`src/rtl/ifu.sv`:
```
// Instruction fetch unit: issues sequential fetches to a 1-cycle-latency instruction
// memory and queues the returned words in a small circular buffer that feeds decode.
module ifu #(
  parameter logic [31:0] RST_PC    = 32'h0800_0000,
  parameter int          BUF_DEPTH = 2
) (
  input  logic        clk,
  input  logic        rst_n,
  input  logic        iram_rstn_i,
  output logic [31:0] pc_n_o,
  output logic        iram_rd_o,
  input  logic [31:0] pc_i,
  input  logic [31:0] inst_i,
  input  logic        jump_i,
  input  logic [31:0] jump_addr_i,
  output logic        inst_valid_o,
  input  logic        inst_ready_i,
  output logic [31:0] inst_o,
  output logic [31:0] inst_pc_o
);

  localparam int PTR_W = $clog2(BUF_DEPTH);
  localparam int CNT_W = PTR_W + 1;
  localparam logic [CNT_W-1:0] FULL = CNT_W'(BUF_DEPTH);

  typedef struct packed {
    logic [31:0] pc;
    logic [31:0] inst;
  } entry_t;

  logic [31:0]      fpc_q, fpc_d;
  logic             inflight_q, inflight_d;
  logic [CNT_W-1:0] count_q, count_d;
  logic [PTR_W-1:0] rd_ptr_q, rd_ptr_d;
  logic [PTR_W-1:0] wr_ptr_q, wr_ptr_d;
  entry_t           buf_q [BUF_DEPTH];

  logic             pop;
  logic             push;
  logic             issue;
  logic [CNT_W-1:0] occupancy;
  entry_t           head;
  logic             unused_jump_lsb;

  // Word alignment of the redirect target discards the two low bits.
  assign unused_jump_lsb = ^jump_addr_i[1:0];

  assign head         = buf_q[rd_ptr_q];
  assign inst_valid_o = (count_q != '0);
  assign inst_o       = head.inst;
  assign inst_pc_o    = head.pc;
  assign pc_n_o       = fpc_q;

  assign pop       = inst_valid_o & inst_ready_i;
  assign occupancy = count_q + CNT_W'(inflight_q);
  // Counting the inflight response in occupancy is what keeps a push from ever
  // landing on a full buffer, so the memory never needs to be stalled mid-return.
  assign issue     = ~iram_rstn_i & ~jump_i & ((occupancy < FULL) | pop);
  assign push      = inflight_q & ~jump_i;
  assign iram_rd_o = issue;

  // NOTE: every always_comb output gets a default first so no path can infer a latch.
  always_comb begin
    fpc_d      = fpc_q;
    inflight_d = issue;
    count_d    = count_q;
    rd_ptr_d   = rd_ptr_q;
    wr_ptr_d   = wr_ptr_q;
    if (jump_i) begin
      fpc_d    = {jump_addr_i[31:2], 2'b00};
      count_d  = '0;
      rd_ptr_d = '0;
      wr_ptr_d = '0;
    end else begin
      if (issue) fpc_d = fpc_q + 32'd4;
      if (push)  wr_ptr_d = wr_ptr_q + PTR_W'(1);
      if (pop)   rd_ptr_d = rd_ptr_q + PTR_W'(1);
      unique case ({push, pop})
        2'b10:   count_d = count_q + CNT_W'(1);
        2'b01:   count_d = count_q - CNT_W'(1);
        default: count_d = count_q;
      endcase
    end
  end

  // NOTE: sequential state uses non-blocking assignments only, so every flop samples
  // the pre-edge value of its neighbours regardless of block ordering.
  always_ff @(posedge clk or negedge rst_n) begin
    if (!rst_n) begin
      fpc_q      <= RST_PC;
      inflight_q <= 1'b0;
      count_q    <= '0;
      rd_ptr_q   <= '0;
      wr_ptr_q   <= '0;
    end else begin
      fpc_q      <= fpc_d;
      inflight_q <= inflight_d;
      count_q    <= count_d;
      rd_ptr_q   <= rd_ptr_d;
      wr_ptr_q   <= wr_ptr_d;
    end
  end

  // NOTE: the buffer storage is reset on purpose so inst_o/inst_pc_o read zero until
  // the first push; it is only a few entries, so flops rather than a RAM macro.
  always_ff @(posedge clk or negedge rst_n) begin
    if (!rst_n) begin
      for (int i = 0; i < BUF_DEPTH; i++) buf_q[i] <= '0;
    end else if (push) begin
      buf_q[wr_ptr_q] <= '{pc: pc_i, inst: inst_i};
    end
  end

`ifndef SYNTHESIS
  push_while_full_a : assert property (@(posedge clk) disable iff (!rst_n)
    !(push && (count_q == FULL)))
    else $error("ifu: push into full instruction buffer");
`endif

endmodule

```
`config.mk`:
```
export PLATFORM = sky130hd
export DESIGN_NAME = ifu
export DESIGN_NICKNAME = d
export VERILOG_FILES = /design/src/rtl/ifu.sv
export SDC_FILE = /design/constraint.sdc
export NUM_CORES = 1
export LEC_CHECK = 0
export CORE_MARGIN = 5
export CORE_UTILIZATION = 40
export CTS_CLUSTER_SIZE = 16
export DETAILED_ROUTE_END_ITERATION = 10
export PLACE_DENSITY = 0.8
export SETUP_SLACK_MARGIN = 0.2
export SLEW_MARGIN = 20
export SYNTH_ARGS = -nofsm -noshare
export SYNTH_HDL_FRONTEND = slang
export SYNTH_SLANG_ARGS = --single-unit
```
`constraint.sdc`:
```
create_clock -name clk -period 2.5 [get_ports clk]
set_clock_uncertainty 0.1 [all_clocks]
set_input_delay 0.5 -clock clk [delete_from_list [all_inputs] [get_ports clk]]
set_output_delay 0.5 -clock clk [all_outputs]
set_load 0.01 [all_outputs]
```
==> flow_metrics.env <==
export IMPL_powerDensity_mw_per_mm2=785
export IMPL_synthTopCellsByArea="dfrtp_1 (54%), mux2_2 (29%), xnor2_1 (2.9%)"
export IMPL_hold_viol_final=0
export IMPL_routedWlPerCell_um=18.1
export IMPL_rsz0062_at_grt="true"
export IMPL_grt_util_met2_pct=29.1
export IMPL_rr_startpoint="count_q[0]"
export IMPL_cts_tree="yes"
export IMPL_slew_viol_final=0
export IMPL_busiest_layer="met2"
export IMPL_drt_pass1_iter_count=4
export IMPL_design_core_area_mm2=0.0186
export IMPL_yosysWarnings=0
export IMPL_synthSimpleGateAreaFrac_pct=7.38
export IMPL_start_kind="flip-flop"
export IMPL_drc=0
export IMPL_synth_fa_ha_area_share_pct=0.167
export IMPL_port_buffers=194
export IMPL_ys_seq_area_share_pct=54.6
export IMPL_nNetsFinal=898
export IMPL_yosysTopAreaCell="dfrtp_1"
export IMPL_pwr_share_comb_pct=26.9
export IMPL_ys_types=39
export IMPL_clk_path_buf_depth=2
export IMPL_netlist_area_mm2=0.00748
export IMPL_synthXorXnorAreaFrac_pct=3.16
export IMPL_dp_hpwl_um=12200
export IMPL_r2r_worst_path_cells=6
export IMPL_area_delta_synth_final_pct=44.9
export IMPL_clk_pin_slew_worst_paths_ps=70
export IMPL_cts_buffers=17
export IMPL_peakVddDrop_mv=0.513
export IMPL_power_mw=8.51
export IMPL_ys_async_sr_fraction_pct=100
export IMPL_whs_path_depth=2
export IMPL_clkPwrFrac_pct=30.9
export IMPL_cts_root_buffer="clkbuf_16"
export IMPL_rrSetupSlack_ps=450
export IMPL_min_to="rd_ptr_q"
export IMPL_ios=199
export IMPL_drive_gt1_share_pct=41.8
export IMPL_track_usage_pct=17.4
export IMPL_rows=50
export IMPL_die_area_mm2=0.0215
export IMPL_fin_crit_ps=2310
export IMPL_path_class="reg -> out"
export IMPL_ant_nets=0
export IMPL_wirelength_um=18900
export IMPL_vias_per_cell=5.06
export IMPL_cp_max_fo=4
export IMPL_diodes=0
export IMPL_swShare_pct=27.8
export IMPL_ys_seq_elements=163
export IMPL_leakage_nw=4.58
export IMPL_grt_pass1_vias=5677
export IMPL_drtIter0Drc=122
export IMPL_grt_met3_usage_pct=5.34
export IMPL_finalSetupViolations=0
export IMPL_synth_edf_count=0
export IMPL_die_width_um=147
export IMPL_clock_latency_ps=420
export IMPL_synth_mux_area_share_pct=29.2
export IMPL_gp_congestion=0.768
export IMPL_grt_max_degree=62
export IMPL_layout_common_cells="mux2_2 (182), dfrtp_1 (161), clkdlybuf4s50_1 (126)"
export IMPL_fin_crit_sh_pct=92.3
export IMPL_setup_ws_ps=192
export IMPL_gr_total_overflow=0
export IMPL_max_freq_mhz=433
export IMPL_htreeDepth=4
export IMPL_fin_hold_ws_ps=277
export IMPL_synth_top_family_by_area="multiplexers"
export IMPL_post_place_ws_ps=-166
export IMPL_critPathRequiredTime_ps=1900
export IMPL_final_common_cell="mux2_2"
export IMPL_crit_path_end_kind="output pin"
export IMPL_hp_start="jump_i"
export IMPL_antenna_found_initial=0
export IMPL_worstPathArrival_ps=1710
export IMPL_p_switching_mw=2.36
export IMPL_yosysTopAreaCellShare_pct=54.2
export IMPL_synthFlopType="dfrtp_1"
export IMPL_avgSynthCellArea_um2=12.9
export IMPL_vias=5277
export IMPL_grt_pass1_wl_um=30000
export IMPL_internal_power_mw=6.15
export IMPL_worstMarginPinSlew_ps=596
export IMPL_start_util_pct=40.2
export IMPL_relSlewSlack_pct=60.2
export IMPL_die_h_um=147
export IMPL_synth_cells=578
export IMPL_max_cap_viol_count=0
export IMPL_outcome="complete, no violations"
export IMPL_hp_class="in -> reg"
export IMPL_cts_sinks=163
export IMPL_pwr_share_seq_pct=42.1
export IMPL_r2r_end="pc_n_o[23]"
export IMPL_synth_compound_area_share_pct=2.95
export IMPL_grt_met1_usage_pct=22.0
## state kept, by name (all words and copies together) (netlist names)
register,cells
buf_q,128
wr_ptr_q,1
count_q,2
pc_n_o,30
inflight_q,1
rd_ptr_q,1
## cell usage after synthesis, drive strengths merged (2+ instances only)
library cell / count
nand3: 9
xor2: 2
and4: 5
and3: 2
nor3b: 2
mux2i: 2
a31oi: 5
nor2: 15
buf: 4
nor3: 7
nand2: 38
nand4: 5
dfrtp: 162
inv: 7
clkbuf: 34
and2: 2
o31ai: 2
xnor2: 25
or4: 2
or2: 2
o21ai: 30
nand4b: 3
nor4: 11
mux2: 192
## cell families after synthesis
family	Yosys count
AOI/OAI and AO/OA	40
xor gates and xnor gates	27
adders and majority gates	1
buffers and inverters	45
DFF	163
muxes	194
other	1
and+or+nand+nor	107
## final cells by class
cell class	instances	area, um^2
Fill cell	1491	7750
Sequential cell	163	4080
Multi-Input combinational cell	371	3270
Timing Repair Buffer	236	2570
Clock buffer	17	425
Tap cell	234	293
Clock inverter	15	170
Inverter	7	26.3
## power groups by stage
stage | clock, mW | sequential, mW | combinational (mW)
6_report | 2.63 | 3.58 | 2.29
5_1_grt | 2.82 | 3.66 | 2.47
4_1_cts | 2.70 | 3.58 | 2.22
3_5_place_dp | 0 | 3.63 | 2.18
3_3_place_gp | 0 | 3.59 | 2.15
2_1_floorplan | 0 | 3.54 | 1.12
## layer usage
| metal | wire [um] | share of wire, % |
|---|---|---|
| met1 | 8260 | 44 |
| met3 | 1160 | 6.1 |
| met4 | 261 | 1.4 |
| met2 | 9220 | 49 |
| met5 | 0 | 0 |
## worst max-delay path: stages (launching register included)
cell and delay, ps:
dfrtp_2 430, buf_6 130, buf_12 140, clkbuf_16 160
mux2_4 300, buf_6 130
## what timing repair did
item                                    CTS  global route
cloned                                    8             1
endpoints found under the setup margin   65            65
hold buffers                              1             0
hold endpoints to repair                 49             0
pin swaps                                 0             1
gates resized for setup                 278            56
buffers inserted                          6             1
## per-stage QoR
| stage | instance area [um^2] | std cells | utilization [%] | setup TNS [ps] |
|---|---|---|---|---|
| finish | 10800 | 1043 | 58.3 | 0 |
| global route | 10800 | 1043 | 58.3 | 0 |
| CTS | 10700 | 1041 | 57.6 | 0 |
| detailed placement | 9850 | 994 | 53.0 | -513 |
| global placement | 9850 | 994 | 53.0 | -310 |
| floorplan | 7480 | 579 | - | 0 |
## worst max-delay path by stage
stage                             from  depth (start not counted)          to  slack (ps)
after floorplan              pc_n_o[5]                          7  pc_n_o[23]         400
after global placement    inst_ready_i                          5   iram_rd_o        -160
after detailed placement  inst_ready_i                          5   iram_rd_o        -170
after CTS                 inst_ready_i                          5   iram_rd_o         120
after global routing          rd_ptr_q                          5  inst_o[17]         140
final                         rd_ptr_q                          5  inst_o[20]         190
No activity file was read; power rests on OpenSTA's default activity.
